<file path="config.mk">
export PLATFORM = sky130hd
export DESIGN_NAME = tap_read_seq_flat
export DESIGN_NICKNAME = d
export VERILOG_FILES = /design/src/rtl/tap_read_seq_if.sv /design/src/rtl/tap_read_seq.sv /design/src/flat_wrapper.sv
export SDC_FILE = /design/constraint.sdc
export NUM_CORES = 1
export LEC_CHECK = 0
export CORE_ASPECT_RATIO = 0.6
export CORE_UTILIZATION = 51
export DETAILED_ROUTE_END_ITERATION = 12
export PLACE_DENSITY = 0.78
export SYNTH_ARGS = -nofsm -noshare
export SYNTH_HDL_FRONTEND = slang
export SYNTH_SLANG_ARGS = --single-unit
</file>
<file path="constraint.sdc">
create_clock -name clk -period 1.9 [get_ports clk]
set_clock_uncertainty 0.05 [all_clocks]
set_input_delay 0.19 -clock clk [delete_from_list [all_inputs] [get_ports clk]]
set_output_delay 0.19 -clock clk [all_outputs]
set_load 0.005 [all_outputs]
</file>
<file path="src/rtl/tap_read_seq_if.sv">
// Frame handshake bundle between the per-sample read sequencer and its host/transmit side.
// The sequencer (slave) takes frame requests and drives strobes, status and the sample address.
interface tap_read_seq_if #(
  parameter int N_CH   = 3,
  parameter int ADDR_W = 16
);
  logic              start;
  logic [N_CH-1:0]   ch_en;
  logic              transmit;
  logic [N_CH-1:0]   rd_strobe;
  logic              tfr_ready;
  logic              inc_adr;
  logic [ADDR_W-1:0] adr;
  logic              busy;
  logic              overrun;

  modport master (
    output start, ch_en, transmit,
    input  rd_strobe, tfr_ready, inc_adr, adr, busy, overrun
  );

  modport slave (
    input  start, ch_en, transmit,
    output rd_strobe, tfr_ready, inc_adr, adr, busy, overrun
  );
endinterface

</file>
<file path="src/rtl/tap_read_seq.sv">
// Per-frame sample-memory read sequencer: strobes enabled channels, hands the frame to the
// transmit side, then advances the shared sample address with wrap at DEPTH.
//
// state | meaning
// IDLE  | waiting for start; latches channel mask on accept
// READ  | rd_strobe held on channel ch for RD_LAT cycles
// XFER  | tfr_ready high until transmit is sampled
// INC   | inc_adr pulse, new address visible
module tap_read_seq #(
  parameter int N_CH   = 3,
  parameter int RD_LAT = 1,
  parameter int ADDR_W = 16,
  parameter int DEPTH  = 65536
) (
  input  logic          clk,
  input  logic          reset,
  tap_read_seq_if.slave bus
);
  localparam int CH_W  = (N_CH > 1) ? $clog2(N_CH) : 1;
  localparam int CNT_W = (RD_LAT > 1) ? $clog2(RD_LAT) : 1;
  localparam logic [CNT_W-1:0]  CNT_LAST = CNT_W'(RD_LAT - 1);
  localparam logic [ADDR_W-1:0] ADR_LAST = ADDR_W'(DEPTH - 1);

  typedef enum logic [1:0] {IDLE, READ, XFER, INC} state_t;

  state_t            state;
  logic [N_CH-1:0]   en_q;
  logic [CH_W-1:0]   ch;
  logic [CNT_W-1:0]  cnt;
  logic [CH_W-1:0]   first_ch;
  logic [CH_W-1:0]   nxt_ch;
  logic              first_found;
  logic              nxt_found;

  // Scanning downwards leaves the lowest qualifying bit as the winner.
  always_comb begin
    first_found = 1'b0;
    first_ch    = '0;
    nxt_found   = 1'b0;
    nxt_ch      = '0;
    for (int i = N_CH - 1; i >= 0; i--) begin
      if (bus.ch_en[i]) begin
        first_found = 1'b1;
        first_ch    = CH_W'(i);
      end
      if (en_q[i] && (CH_W'(i) > ch)) begin
        nxt_found = 1'b1;
        nxt_ch    = CH_W'(i);
      end
    end
  end

  always_ff @(posedge clk or negedge reset) begin
    if (!reset) begin
      state         <= IDLE;
      en_q          <= '0;
      ch            <= '0;
      cnt           <= '0;
      bus.adr       <= '0;
      bus.rd_strobe <= '0;
      bus.tfr_ready <= 1'b0;
      bus.inc_adr   <= 1'b0;
      bus.busy      <= 1'b0;
      bus.overrun   <= 1'b0;
    end else begin
      bus.overrun <= 1'b0;
      bus.inc_adr <= 1'b0;
      unique case (state)
        IDLE: begin
          if (bus.start) begin
            en_q     <= bus.ch_en;
            cnt      <= '0;
            bus.busy <= 1'b1;
            if (first_found) begin
              state         <= READ;
              ch            <= first_ch;
              bus.rd_strobe <= N_CH'(1) << first_ch;
            end else begin
              state         <= XFER;
              bus.tfr_ready <= 1'b1;
            end
          end
        end
        READ: begin
          bus.overrun <= bus.start;
          if (cnt == CNT_LAST) begin
            cnt <= '0;
            if (nxt_found) begin
              ch            <= nxt_ch;
              bus.rd_strobe <= N_CH'(1) << nxt_ch;
            end else begin
              state         <= XFER;
              bus.rd_strobe <= '0;
              bus.tfr_ready <= 1'b1;
            end
          end else begin
            cnt <= cnt + CNT_W'(1);
          end
        end
        XFER: begin
          bus.overrun <= bus.start;
          if (bus.transmit) begin
            state         <= INC;
            bus.tfr_ready <= 1'b0;
            bus.inc_adr   <= 1'b1;
            bus.adr       <= (bus.adr == ADR_LAST) ? '0 : bus.adr + ADDR_W'(1);
          end
        end
        INC: begin
          bus.overrun <= bus.start;
          state       <= IDLE;
          bus.busy    <= 1'b0;
        end
        default: state <= IDLE;
      endcase
    end
  end
endmodule

</file>
<file path="src/flat_wrapper.sv">
// flat-port wrapper written by rule: the top's interface ports become plain ports
module tap_read_seq_flat 
#(
  parameter int N_CH   = 3,
  parameter int RD_LAT = 1,
  parameter int ADDR_W = 16,
  parameter int DEPTH  = 65536
)
  (clk, reset, bus_start, bus_ch_en, bus_transmit, bus_rd_strobe, bus_tfr_ready, bus_inc_adr, bus_adr, bus_busy, bus_overrun);
  tap_read_seq_if #(.N_CH(N_CH), .ADDR_W(ADDR_W)) bus_i ();
  input  logic clk;
  input  logic reset;
  input wire logic [$bits(bus_i.start)-1:0] bus_start;
  input wire logic [$bits(bus_i.ch_en)-1:0] bus_ch_en;
  input wire logic [$bits(bus_i.transmit)-1:0] bus_transmit;
  output wire logic [$bits(bus_i.rd_strobe)-1:0] bus_rd_strobe;
  output wire logic [$bits(bus_i.tfr_ready)-1:0] bus_tfr_ready;
  output wire logic [$bits(bus_i.inc_adr)-1:0] bus_inc_adr;
  output wire logic [$bits(bus_i.adr)-1:0] bus_adr;
  output wire logic [$bits(bus_i.busy)-1:0] bus_busy;
  output wire logic [$bits(bus_i.overrun)-1:0] bus_overrun;
  assign bus_i.start = bus_start;
  assign bus_i.ch_en = bus_ch_en;
  assign bus_i.transmit = bus_transmit;
  assign bus_rd_strobe = bus_i.rd_strobe;
  assign bus_tfr_ready = bus_i.tfr_ready;
  assign bus_inc_adr = bus_i.inc_adr;
  assign bus_adr = bus_i.adr;
  assign bus_busy = bus_i.busy;
  assign bus_overrun = bus_i.overrun;
  tap_read_seq #(.N_CH(N_CH), .RD_LAT(RD_LAT), .ADDR_W(ADDR_W), .DEPTH(DEPTH)) u_core (.clk(clk), .reset(reset), .bus(bus_i));
endmodule
</file>
# Word-level counts from Yosys, hierarchy flattened
# Cells that the tools add are included.
[totals]
reg_bits = 31
latchBits = 0
mem_bits_rw = 0
romBits = 0
in_bits = 7
wordCells = 87
n_memories = 0
[classes]
n_addsub = 2
multipliers = 0
div_mod_pow = 0
order_cmp = 3
eq_ne = 11
n_shift = 2
n_mux = 43
bitwise_logic = 0
n_reduce_logical = 16
[op_table]
columns = ["cell", "count"]
rows = [
  ["$mux 2", 15],
  ["$mux 1", 17],
  ["$add 16x1->16 const B", 1],
  ["$eq 16x16->1 const B", 1],
  ["$mux 16", 1],
  ["$mux 3", 4],
  ["$ne 2x2->1 const B", 5],
  ["$pmux 2 s4", 1],
  ["$reduce_and 2->1", 4],
  ["$reduce_and 4->1", 2],
  ["$pmux 3 s2", 1],
  ["$reduce_and 6->1", 1],
  ["$shl 1x2->3 const A", 2],
  ["$reduce_and 5->1", 1],
  ["$eq 2x2->1 const B", 2],
  ["$gt 1x2->1 const A", 2],
  ["$ne 2x1->1 const B", 2],
  ["$pmux 1 s2", 2],
  ["$pmux 2 s2", 1],
  ["$reduce_bool 2->1", 2],
  ["$logic_and 1x1->1", 3],
  ["$pmux 1 s3", 1],
  ["$reduce_bool 3->1", 1],
  ["$reduce_or 3->1", 1],
  ["other kinds (4)", 4],
]

# Logic depth before layout (Yosys ltp)
# Gate-level depths: netlist of run 1.
[logic_depth]
ltp_word = 9
mapped_depth = 7

# Worst setup path before layout of run 1
# No wires, ideal clock.
[synth_path]
path_type = "register to register"
start = "register u_core.state[0]"
end = "register u_core.bus.adr[13]"
arrival_time_ns = 1.513
t_required_ns = 1.731
setup_slack_ns = 0.218
path_stages_with_launch = 8
path_buffers = 1
period_less_slack_ns = 1.682
path_cell_list = "dfrtp_1 inv_1 ha_1 nand3_1 nor4_4 and3_1 buf_6 nor2_2"
[synth_between]
elab_chain_len = 2
[synth_lines]
columns = ["item", "line", "source"]
rows = [
  ["from (decl)", "tap_read_seq.sv:26", "state_t state;"],
  ["from (signal assigned)", "tap_read_seq.sv:55", "state <= IDLE;"],
  ["from (signal assigned)", "tap_read_seq.sv:75", "state <= READ;"],
  ["from (signal assigned)", "tap_read_seq.sv:79", "state <= XFER;"],
  ["$eq 2x2->1", "tap_read_seq.sv:68", "unique case (state)"],
  ["$reduce_and 2->1 (no source line)", "-", ""],
  ["to (signal assigned)", "tap_read_seq.sv:106", "bus.adr <= (bus.adr == ADR_LAST) ? '0 : bus.adr + ADDR_W'(1);"],
  ["to (decl)", "tap_read_seq_if.sv:24", "output rd_strobe, tfr_ready, inc_adr, adr, busy, overrun"],
]
# Every way passes these cells.
# A chain may end at the register's enable or synchronous reset.

# Worst setup path in the final report of run 1
[layout_path]
start = "register u_core.state[0]"
end = "register u_core.bus.adr[10]"
# Same word-level chain as after synthesis.

==> summary by stage, run 1 <==
Timing
The tightest hold path in the finished design has a slack of 0.243 ns. Summed over all failing endpoints, the final setup total negative slack is 0 ns. The final critical-path required period is 1.80 ns. The count of pins over their slew limit was 0. Measured against its own limit, the worst slew margin works out to 75.3%.

The actual transition at the worst max-transition pin is 0.367 ns. The highest clock rate is 0.557 GHz. The final critical path takes up 94.5% of the cycle. The count of final hold-check violations is 0. Setup repair after global routing left no endpoint under its margin. The final setup violation count is 0.

Worst setup path
The largest fanout on the critical path is 5. The category of the critical setup timing path is reg -> reg. The worst setup path is launched from a register. Data on the critical path arrives at its endpoint at 1.94 ns.

For the worst setup path, the data required time is 2.04 ns. The worst setup path is captured at a register.

Synthesis
The number of synthesized register bits is 29. The most used flip-flop cell after synthesis is sky130_fd_sc_hd__dfrtp_1. During synthesis, Yosys emitted a total of 0 warnings. The proportion of synthesized flip-flops having asynchronous set or reset is 100%.

Averaged over all synthesized cells, the footprint is 10.9 sq um. Synthesis produced a netlist with a net count of 151. In this run, synthesis inferred 0 flip-flops with an integrated enable. Synthesis produced a netlist whose cell count is 139. The netlist uses 42 different library cells.

Summing the sequential cell areas from Yosys gives 47.7% of the chip area. The post-synthesis cell area is 0.00152 sq mm.

Clock network
The CTS root buffer is sky130_fd_sc_hd__clkbuf_8. The number of gates given a new drive strength after cts is 0. The CTS buffer count is 5. The maximum buffer depth of the clock tree is 2.

The H-tree was split into 2 levels. The tree built by TritonCTS fans out to 29 sinks. After clock tree synthesis, the setup repair step added 0 buffers. Clock-pin slew was measured on the worst setup and hold paths at 0.06 ns.

TritonCTS built the clock tree. The clock reaches the later pin of the worst-skew pair after 0.28 ns. Buffers inserted to repair hold after CTS numbered 0.

Global route
The first-pass GRT wire length is 5.52 mm. The sum of overflow across all layers after global routing is 0. The pin count of the biggest net entering global routing is 30. The via count of the first global-routing pass was 1163. The number of antenna violations at the first check in global routing came to 0.

The global-route usage over all layers is 24.0%.

Die
The core region is 0.00266 sq mm. For this configuration, the core starts out at a cell density of 57.1%. The die footprint is 0.00321 sq mm. The die is 72.5 microns wide. The floorplan has 14 rows.

The die is 44.3 microns tall. 30 I/O pins were placed.

Cells and area
The count of filler cells inserted in the layout is 195. The repair_antennas step left the layout with diodes totalling 0. The final layout net count is 192. The top cell types in the final layout, fill and taps aside, are sky130_fd_sc_hd__clkdlybuf4s50_1 (29), sky130_fd_sc_hd__dfrtp_1 (29), sky130_fd_sc_hd__nand2_1 (11). The finished cells cover 0.00199 sq mm.

Relative to the synthesized area, the layout overhead comes to 30.5%. The fraction of layout cells with a size suffix above 1 is 18.2%.

Power
The worst-case vdd ir drop is 0.864 mV. The share of total power in the clock network is 20.3%. The switching fraction of total power is 34.8%.

The combinational share of power is 40.6%. The sum of internal, switching and leakage power is 0.00238 W. For this design the ratio of total power to cell area is 1200 mW/mm^2. The sequential power share is 39.1%. In this run the power spent charging and discharging nets is 0.000827 W. The internal power of the cells totals 0.00155 W. For this design the static power due to leakage is 0.897 nW.

Placed design
The final weighted congestion in routability-driven placement is 0.785. Input and output buffers added on the ports amount to 29. The HPWL after detailed placement is 2.41 mm. The placed cell area is 0.00190 sq mm.

Routing
The average via count per standard cell is 5.35. In this run, the number of DRC markers left after iteration 0 of detailed routing was 39. The wire length per cell is 14.7 microns. The routed layout has 1183 vias. The overall routed net length is 3.25 mm. The final antenna-violating net count is 0. The first detailed-routing pass took 4 iterations.

In the routed design, unresolved DRC markers number 0.

Status
The run finished with clean final reports.

Worst hold path
The tightest min-delay check is of the in -> async type.

Job
The number of maximum-capacitance violations is 0.
worst max-delay path: stages (launching register included):
cell and delay, ns:
sky130_fd_sc_hd__dfrtp_1 0.43, sky130_fd_sc_hd__inv_1 0.11, sky130_fd_sc_hd__ha_1 0.24, sky130_fd_sc_hd__nand3_1 0.16, sky130_fd_sc_hd__buf_4 0.19, sky130_fd_sc_hd__nor3_2 0.14, sky130_fd_sc_hd__and3_1 0.21, sky130_fd_sc_hd__xor2_1 0.18
power groups by stage:
stage / Sequential (W) / Clock (W) / Combinational (W)
after floorplan: 0.000917 / 0 / 0.000540
after global placement: 0.000927 / 0 / 0.000908
after detailed placement: 0.000938 / 0 / 0.000945
after CTS: 0.000930 / 0.000491 / 0.000958
after global routing: 0.000955 / 0.000527 / 0.00107
final: 0.000931 / 0.000483 / 0.000964
area by class of cell:
class,instances,area [sq um],area share [%]
sequential,29,726,36.5
clock inverter,2,10.0,0.504
clock buffer,6,72.6,3.65
inverter,10,37.5,1.89
multi-input combinational,98,747,37.6
tap,40,50.0,2.52
timing repair buffer,36,343,17.3
worst paths after layout:
kind | end | cells after the start | from | slack [ns]
setup / recovery | u_core.bus.adr[10] | 7 | u_core.state[0] | 0.10
hold / removal | u_core.bus.rd_strobe[1] | 2 | reset | 0.24
setup reg to reg | u_core.bus.adr[10] | 7 | u_core.state[0] | 0.10
hold reg to reg | u_core.bus.rd_strobe[1] | 1 | u_core.bus.rd_strobe[1] | 0.44
max in group asynchronous | u_core.bus.adr[8] | 2 | reset | 1.28
min in group clk | u_core.bus.rd_strobe[1] | 1 | u_core.bus.rd_strobe[1] | 0.44
cell families after synthesis:
logic type / synth area share, %
AND/OR/NAND/NOR: 22.8
flip-flops: 47.7
AO/OA/AOI/OAI: 9.37
XOR/XNOR: 7.48
buffers and inverters: 3.54
multiplexers: 5.02
adder cells (fa/ha/maj): 4.11
state kept, by name, summed over array words and instances (netlist names):
register and cells:
u_core.bus.tfr_ready 1, u_core.bus.busy 1, u_core.bus.inc_adr 1, u_core.bus.rd_strobe 3, u_core.en_q 2, u_core.state 2, u_core.bus.overrun 1, u_core.bus.adr 16
u_core.ch 2
stage by stage:
stage	instances	utilization [%]	worst slack, ns
final	221	74.6	0.105
after global routing	221	74.6	0.0127
after CTS	221	74.4	0.0927
after detailed placement	213	71.3	0.110
after global placement	213	71.3	0.175
after floorplan	139	-	0.218
routing by layer:
metal | vias up | routed length, microns | track usage, %
li1 | 571 | - | -
met1 | 585 | 1660 | 33.3
met2 | 21 | 1420 | 36.1
met3 | 6 | 149 | 7.74
met4 | 0 | 29 | 7.45
met5 | - | 0 | 0
Yosys cell counts, drive strengths merged, types with 4 or more instances:
cell type   n  area [sq um]
a21oi       6          33.8
dfrtp      29           726
ha          5          62.6
inv        10          37.5
mux2        5          56.3
nand2      11          41.3
nand4       5          46.3
nor2       11          56.3
nor3        4          30.0
nor4        4          52.6
o21ai       6          30.0
xnor2       8          70.1
xor2        5          43.8
Note: power is estimated with default switching activity, not from simulation.
==> inputs of run 2 (changes only) <==
--- a/config.mk
+++ b/config.mk
@@ -5,10 +5,12 @@
 export SDC_FILE = /design/constraint.sdc
 export NUM_CORES = 1
 export LEC_CHECK = 0
+export CAP_MARGIN = 25
 export CORE_ASPECT_RATIO = 0.6
 export CORE_UTILIZATION = 51
 export DETAILED_ROUTE_END_ITERATION = 12
 export PLACE_DENSITY = 0.78
+export SETUP_SLACK_MARGIN = 0.05
 export SYNTH_ARGS = -nofsm -noshare
 export SYNTH_HDL_FRONTEND = slang
 export SYNTH_SLANG_ARGS = --single-unit
==> run 2 against run 1 <==
Die area unchanged. Maximum frequency up 0.72%. Via count increased by 0.51%. Clock-buffer cell count is the same. First-iteration DRC count fell by 31%. Combinational power rose by 0.9%. Critical endpoint is now u_core.state[0].
==> summary by stage, run 2 (synthesis gave the netlist of run 1 again) <==
Die
The standard cell core area was 0.00266 sq mm (unchanged). The initial core utilization came to 57.1% (unchanged). The width of the die was 72.5 microns (unchanged). The die footprint is 0.00321 sq mm (unchanged). The number of standard-cell rows in the floorplan is 14 (unchanged). The die height is 44.3 microns (unchanged). The boundary pin count is 30 (unchanged).

Worst setup path
Broken down by cell family, the worst path's largest delay share belongs to flip-flops. The number of cells traversed by the worst register-to-register path is 5 (-2). The worst stage delay on the critical path is 0.43 ns (about the same). The data arrival time of the critical path came to 1.89 ns (-0.05 ns). In this run the critical register-to-register path is captured at u_core.state[0]. The data required time at the worst endpoint is 2.01 ns (-0.03 ns). The total buffers and inverters traversed by the critical path is 2 (unchanged). The cell repeated most along the worst path is sky130_fd_sc_hd__inv_1. The critical path is of the reg -> reg type.

The category of the worst setup path launch point is a register. The largest fanout on the critical path came to 6 (+1). The critical-path cell with the highest stage delay is sky130_fd_sc_hd__dfrtp_1. The nature of the critical path endpoint is a register. In this run the critical register-to-register path is launched from u_core.state[0].

The signal on the critical path passes through inv_1 > ha_2 > inv_1 > o221ai_1 > mux2_1. The worst reg-to-reg setup slack came to 0.12 ns (about the same).

Cells and area
The final layout net count is 192 (unchanged). The fraction of layout cells with a size suffix above 1 came to 19.3% (+1.1 points). The number of flip-flops in the largest register is 16 (unchanged).

In the final layout, the registers with the most flip-flops are u_core.bus.adr: 16 flops, u_core.bus.rd_strobe: 3 flops. In the layout the commonest cells are sky130_fd_sc_hd__clkdlybuf4s50_1 (29), sky130_fd_sc_hd__dfrtp_1 (29), sky130_fd_sc_hd__nand2_1 (11). The final antenna diode count is 0 (unchanged). Relative to the synthesized area, the layout overhead comes to 30.8%. Counting flops per register, the top entry is u_core.bus.adr.

Power
The sum of internal, switching and leakage power is 0.00239 W (+0.45%). The combinational share of power is 40.8% (+0.2 points). The total net switching power was 0.000832 W (+0.58%). The leakage power total is 0.896 nW (-0.12%).

The worst-case vdd ir drop is 0.867 mV (+0.28%). The power density over the cells is 1200 mW/mm^2 (+0.19%). The share of total power in the clock network is 20.2% (about the same).

The switching fraction of total power is 34.8% (+0.046 points). The total internal power was 0.00156 W (+0.38%). The sequential power share is 39.1% (about the same).

Worst hold path
The path category of the worst min-delay check is in -> async.

Timing
The count of final hold-check violations is 0 (unchanged). Setup repair after global routing left no endpoint under its margin. The count of pins over their slew limit is 0 (unchanged). The highest clock rate is 0.561 GHz (+0.72%). The setup TNS is 0 ns (unchanged).

The final critical-path required period is 1.78 ns (-0.0129 ns). The final setup violation count was 0 (unchanged). The final cycle utilization of the critical path is 93.8% (-0.68 points).

The actual transition at the worst max-transition pin was 0.365 ns (-0.00201 ns). The tightest slew margin relative to the limit was 75.5% (+0.14 points).

Global route
The via count of the first global-routing pass is 1163 (unchanged). The global-route usage over all layers was 24.0% (unchanged). The sum of overflow across all layers after global routing is 0 (unchanged). The number of antenna violations at the first check in global routing is 0 (unchanged). The first-pass GRT wire length was 5.52 mm (unchanged).

The pin count of the biggest net entering global routing is 30 (unchanged).

Job
The number of maximum-capacitance violations came to 0 (unchanged).

Clock network
The clock latency reported for the late side of the worst-skew pair is 0.28 ns (about the same). The maximum buffer depth of the clock tree is 2 (unchanged). The clock-pin slew of the registers on the worst-case setup and hold paths was 0.06 ns (about the same). TritonCTS built the clock tree. The CTS buffer count came to 5 (unchanged). In this run the clock root is driven by a sky130_fd_sc_hd__clkbuf_8. The CTS H-tree depth is 2 (unchanged). The clock net sink count is 29 (unchanged).

Routing
The detailed-routing iteration count for the pre-antenna-repair pass is 4 (unchanged). The average via count per standard cell is 5.38 (+0.51%). The wire length per cell is 14.8 microns (+0.52%). The number of DRC markers in iteration 0 is 27 (-31%). The overall routed net length is 3.27 mm (+0.52%). The final antenna-violating net count was 0 (unchanged). The count of unresolved DRC violations after routing is 0 (unchanged).

The via count is 1189 (+0.51%).

Placed design
The HPWL after detailed placement is 2.41 mm (unchanged). The number of I/O port buffers is 29 (unchanged). The final weighted congestion in routability-driven placement is 0.785 (unchanged).

Status
The run finished with clean final reports.
[run 2: worst max path at each step]
stage	start	end	slack (ns)	cells past startpoint
finish	u_core.state[0]	u_core.state[0]	0.12	5
global route	u_core.state[1]	u_core.state[0]	0.06	5
CTS	u_core.state[0]	u_core.state[0]	0.09	5
detailed placement	bus_ch_en[0]	u_core.bus.rd_strobe[1]	0.11	4
global placement	u_core.state[1]	u_core.state[0]	0.18	5
floorplan	u_core.state[0]	u_core.bus.adr[13]	0.22	7
[run 2: area by class of cell]
type / instances / area [sq um]
clock inverters: 2 / 10.0
multi-input cells: 98 / 752
repair buffers: 36 / 343
inverters: 10 / 37.5
fillers: 196 / 672
clock buffers: 6 / 72.6
well taps: 40 / 50.0
flip-flops and latches: 29 / 726
[run 2: metrics by stage]
step / instances / cell area [sq um] / hold slack (ns) / setup slack, ns / util [%]
detailed placement: 213 / 1900 / 0.437 / 0.110 / 71.3
finish: 221 / 1990 / 0.242 / 0.117 / 74.8
CTS: 221 / 1980 / 0.258 / 0.0927 / 74.4
global placement: 213 / 1900 / 0.427 / 0.175 / 71.3
floorplan: 139 / 1520 / -0.156 / 0.218 / -
global route: 221 / 1990 / 0.293 / 0.0647 / 74.8
[run 2: per-layer routing]
| metal | part of all wire (%) | global-route usage, % | wire [microns] |
|---|---|---|---|
| met1 | 50 | 33.3 | 1650 |
| met4 | 0.89 | 7.45 | 29 |
| met5 | 0 | 0 | 0 |
| met2 | 44 | 36.1 | 1450 |
| met3 | 4.3 | 7.74 | 141 |
[run 2: power groups by stage]
stage          logic [W]  clock network (W)  registers [W]
2_1_floorplan   0.000540                  0       0.000917
3_3_place_gp    0.000908                  0       0.000927
3_5_place_dp    0.000945                  0       0.000938
4_1_cts         0.000958           0.000491       0.000930
5_1_grt          0.00107           0.000527       0.000957
6_report        0.000973           0.000482       0.000933
[run 2: timing repair]
action	4_1_cts	5_1_grt
endpoints found under the setup margin	0	4
hold buffers	0	0
setup buffers	0	0
gates resized for setup	0	4
==> inputs of run 3 (changes only) <==
--- a/config.mk
+++ b/config.mk
@@ -6,10 +6,12 @@
 export NUM_CORES = 1
 export LEC_CHECK = 0
 export CAP_MARGIN = 25
-export CORE_ASPECT_RATIO = 0.6
-export CORE_UTILIZATION = 51
+export CORE_ASPECT_RATIO = 0.7
+export CORE_UTILIZATION = 53
+export CTS_BUF_LIST = sky130_fd_sc_hd__clkbuf_8
 export DETAILED_ROUTE_END_ITERATION = 12
-export PLACE_DENSITY = 0.78
+export MAX_ROUTING_LAYER = met4
+export PLACE_DENSITY = 0.81
 export SETUP_SLACK_MARGIN = 0.05
 export SYNTH_ARGS = -nofsm -noshare
 export SYNTH_HDL_FRONTEND = slang
==> run 3 against run 2 <==
Design area rose by 1.5%. Final cell count fell by 1.8%. Clock-buffer cell count did not move. Combinational power barely moved. Setup slack got worse by 0.022 ns. Power rose by 2.5%. Sequential share of layout area fell by 0.54 points. Register-to-register slack got worse by 0.02 ns. Sequential power rose by 0.5%. Flip-flop and latch count did not move. Critical endpoint is now u_core.bus.adr[15]. Largest cell class unchanged.
==> summary by stage, run 3 (synthesis gave the netlist of run 1 again) <==
Routing
The average via count per standard cell was 5.77 (+7.3%). The via count is 1253 (+5.4%). The overall routed net length is 3.63 mm (+11%).

The count of unresolved DRC violations after routing is 0 (unchanged). The detailed-routing iteration count for the pre-antenna-repair pass is 4 (unchanged). The wire length per cell is 16.7 microns (+13%). The number of DRC markers in iteration 0 was 92 (+240%). The final antenna-violating net count is 0 (unchanged).

Clock network
The CTS buffer count is 5 (unchanged). TritonCTS built the clock tree. The CTS root buffer is sky130_fd_sc_hd__clkbuf_8.

The clock latency reported for the late side of the worst-skew pair is 0.28 ns (about the same). The clock-pin slew of the registers on the worst-case setup and hold paths came to 0.06 ns (about the same). The clock net sink count is 29 (unchanged). The number of buffers added to fix hold violations after cts is 0 (unchanged). The CTS H-tree depth is 2 (unchanged).

The maximum buffer depth of the clock tree is 2 (unchanged).

Cells and area
The final antenna diode count is 0 (unchanged). The relative area change from synthesis to final layout is 32.8%. The count of filler cells inserted in the layout was 162 (-17%). The fraction of layout cells with a size suffix above 1 was 20.2% (+0.88 points). The final layout net count was 195 (+1.6%). The area of all placed cells without fillers came to 0.00202 sq mm (+1.5%). The multi-input combinational cell area came to 763 sq um (+1.5%). The footprint of the flip-flops and latches is 726 sq um (unchanged).

The largest register by flop count is u_core.bus.adr. The top cell types in the final layout, fill and taps aside, are sky130_fd_sc_hd__clkdlybuf4s50_1 (29), sky130_fd_sc_hd__dfrtp_1 (29), sky130_fd_sc_hd__inv_1 (11), sky130_fd_sc_hd__nand2_1 (11), sky130_fd_sc_hd__buf_4 (10). The number of flip-flops in the largest register is 16 (unchanged). The largest registers in the layout are u_core.bus.adr: 16 flops, u_core.bus.rd_strobe: 3 flops.

Timing
The final cycle utilization of the critical path is 95.0% (+1.2 points). The count of final hold-check violations is 0 (unchanged). The count of pins over their slew limit is 0 (unchanged). The tightest slew margin relative to the limit was 75.2% (-0.26 points).

The actual transition at the worst max-transition pin is 0.372 ns (+0.00697 ns). The setup TNS came to 0 ns (unchanged). The highest clock rate is 0.554 GHz (-1.2%). The worst hold slack after final layout is 0.241 ns (-0.00159 ns). The final setup violation count is 0 (unchanged). Setup repair after global routing left no endpoint under its margin.

The final critical-path required period came to 1.80 ns (+0.0224 ns).

Worst setup path
The data arrival time of the critical path was 1.94 ns (+0.05 ns). The signal on the critical path passes through inv_1 > ha_1 > nand4_1 > buf_4 > nor4_4 > a21oi_1 > a31oi_1. The data required time at the worst endpoint is 2.04 ns (+0.03 ns).

The number of cells on the critical path was 7 (+2). The number of cells traversed by the worst register-to-register path is 7 (+2). In this run the worst setup path begins at u_core.state[0]. The category of the worst setup path launch point is a register. The total buffers and inverters traversed by the critical path was 2 (unchanged).

For this design, the slowest cell found on the critical path is sky130_fd_sc_hd__dfrtp_1. The largest fanout on the critical path is 4 (-2). The endpoint of the worst-slack reg-to-reg timing path is u_core.bus.adr[15]. The start of the worst register-to-register path is u_core.state[0]. The worst reg-to-reg setup slack was 0.1 ns (-0.02 ns).

The worst stage delay on the critical path is 0.42 ns (about the same). The nature of the critical path endpoint is a register. The category of the critical setup timing path is reg -> reg. The critical path's top delay family is flip-flops.

Placed design
The final weighted congestion in routability-driven placement was 0.931 (+19%). The number of I/O port buffers is 29 (unchanged). The HPWL after detailed placement was 2.43 mm (+0.61%). The placed cell area is 0.00190 sq mm (unchanged).

Power
The worst-case vdd ir drop is 0.711 mV (-18%). The power density over the cells is 1210 mW/mm^2 (+0.96%). The leakage power total is 0.932 nW (+4.1%).

Die
The die footprint was 0.00309 sq mm (-3.8%). The standard cell core area is 0.00259 sq mm (-2.7%). The boundary pin count came to 30 (unchanged). The number of standard-cell rows in the floorplan is 15 (+1).

The initial core utilization came to 58.7% (+1.6 points). The width of the die is 66.0 microns (-8.9%). The die height is 46.8 microns (+5.7%).

Global route
The number of antenna violations at the first check in global routing was 0 (unchanged). The pin count of the biggest net entering global routing was 30 (unchanged). The via count of the first global-routing pass was 1138 (-2.1%). The global-route usage over all layers is 25.6% (+1.6 points).

The first-pass GRT wire length was 5.36 mm (-2.9%). The sum of overflow across all layers after global routing is 0 (unchanged).

Worst hold path
The path category of the worst min-delay check is in -> async.

Status
The run finished with clean final reports.

Job
The number of maximum-capacitance violations came to 0 (unchanged).
==> run 3: cell types whose count changed in the layout (fill, tap and decap cells not counted), sizes merged <==
cell,delta
clkinv,-2
buf,+3
inv,+1
==> run 3: worst max-delay path by stage <==
stage                                         end  slack, ns
after global routing           u_core.bus.adr[15]       0.01
after CTS                         u_core.state[0]       0.07
after floorplan                u_core.bus.adr[13]       0.22
final                          u_core.bus.adr[15]        0.1
after detailed placement  u_core.bus.rd_strobe[1]       0.04
after global placement    u_core.bus.rd_strobe[1]       0.12
==> run 3: worst register-to-register path, delay by kind of cell, from the launching register on <==
family | cells | cell delay, ns
adders and majority gates | 1 | 0.23
buffers and inverters | 2 | 0.31
AOI/OAI and AO/OA | 2 | 0.34
and+or+nand+nor | 2 | 0.36
DFF | 1 | 0.42
==> run 3: final cells by class <==
cell class,instances,area share [%]
Timing Repair Buffer,39,18.1
Clock buffer,6,4.09
Sequential cell,29,35.9
Multi-Input combinational cell,98,37.8
Clock inverter,1,0.186
Inverter,10,1.86
Tap cell,34,2.11
==> run 3: power by group <==
group	internal, W	switching, W
logic	0.000525	0.000474
clock network	0.000281	0.000228
registers	0.000781	0.000158
==> run 3: routing by layer <==
| layer | share of wire (%) | up-vias | global-route usage [%] |
|---|---|---|---|
| met5 | 0 | - | - |
| met4 | 2.3 | 0 | 13.2 |
| met3 | 6.4 | 12 | 6.80 |
| met2 | 47 | 54 | 36.7 |
| met1 | 45 | 611 | 33.5 |
| li1 | - | 576 | - |
==> run 3: metrics by stage <==
| stage | setup WS (ns) | utilization [%] | std cells | power (W) |
|---|---|---|---|---|
| global placement | 0.124 | 73.3 | 208 | 0.00184 |
| detailed placement | 0.0409 | 73.3 | 208 | 0.00190 |
| CTS | 0.0695 | 76.6 | 215 | 0.00241 |
| finish | 0.0951 | 78.0 | 217 | 0.00245 |
| floorplan | 0.218 | - | 139 | 0.00146 |
| global route | 0.0142 | 78.0 | 217 | 0.00259 |
==> run 3: timing repair <==
| action | CTS | global route |
|---|---|---|
| setup buffers | 0 | 2 |
| resized for setup | 0 | 5 |
| setup endpoints to repair | 0 | 11 |
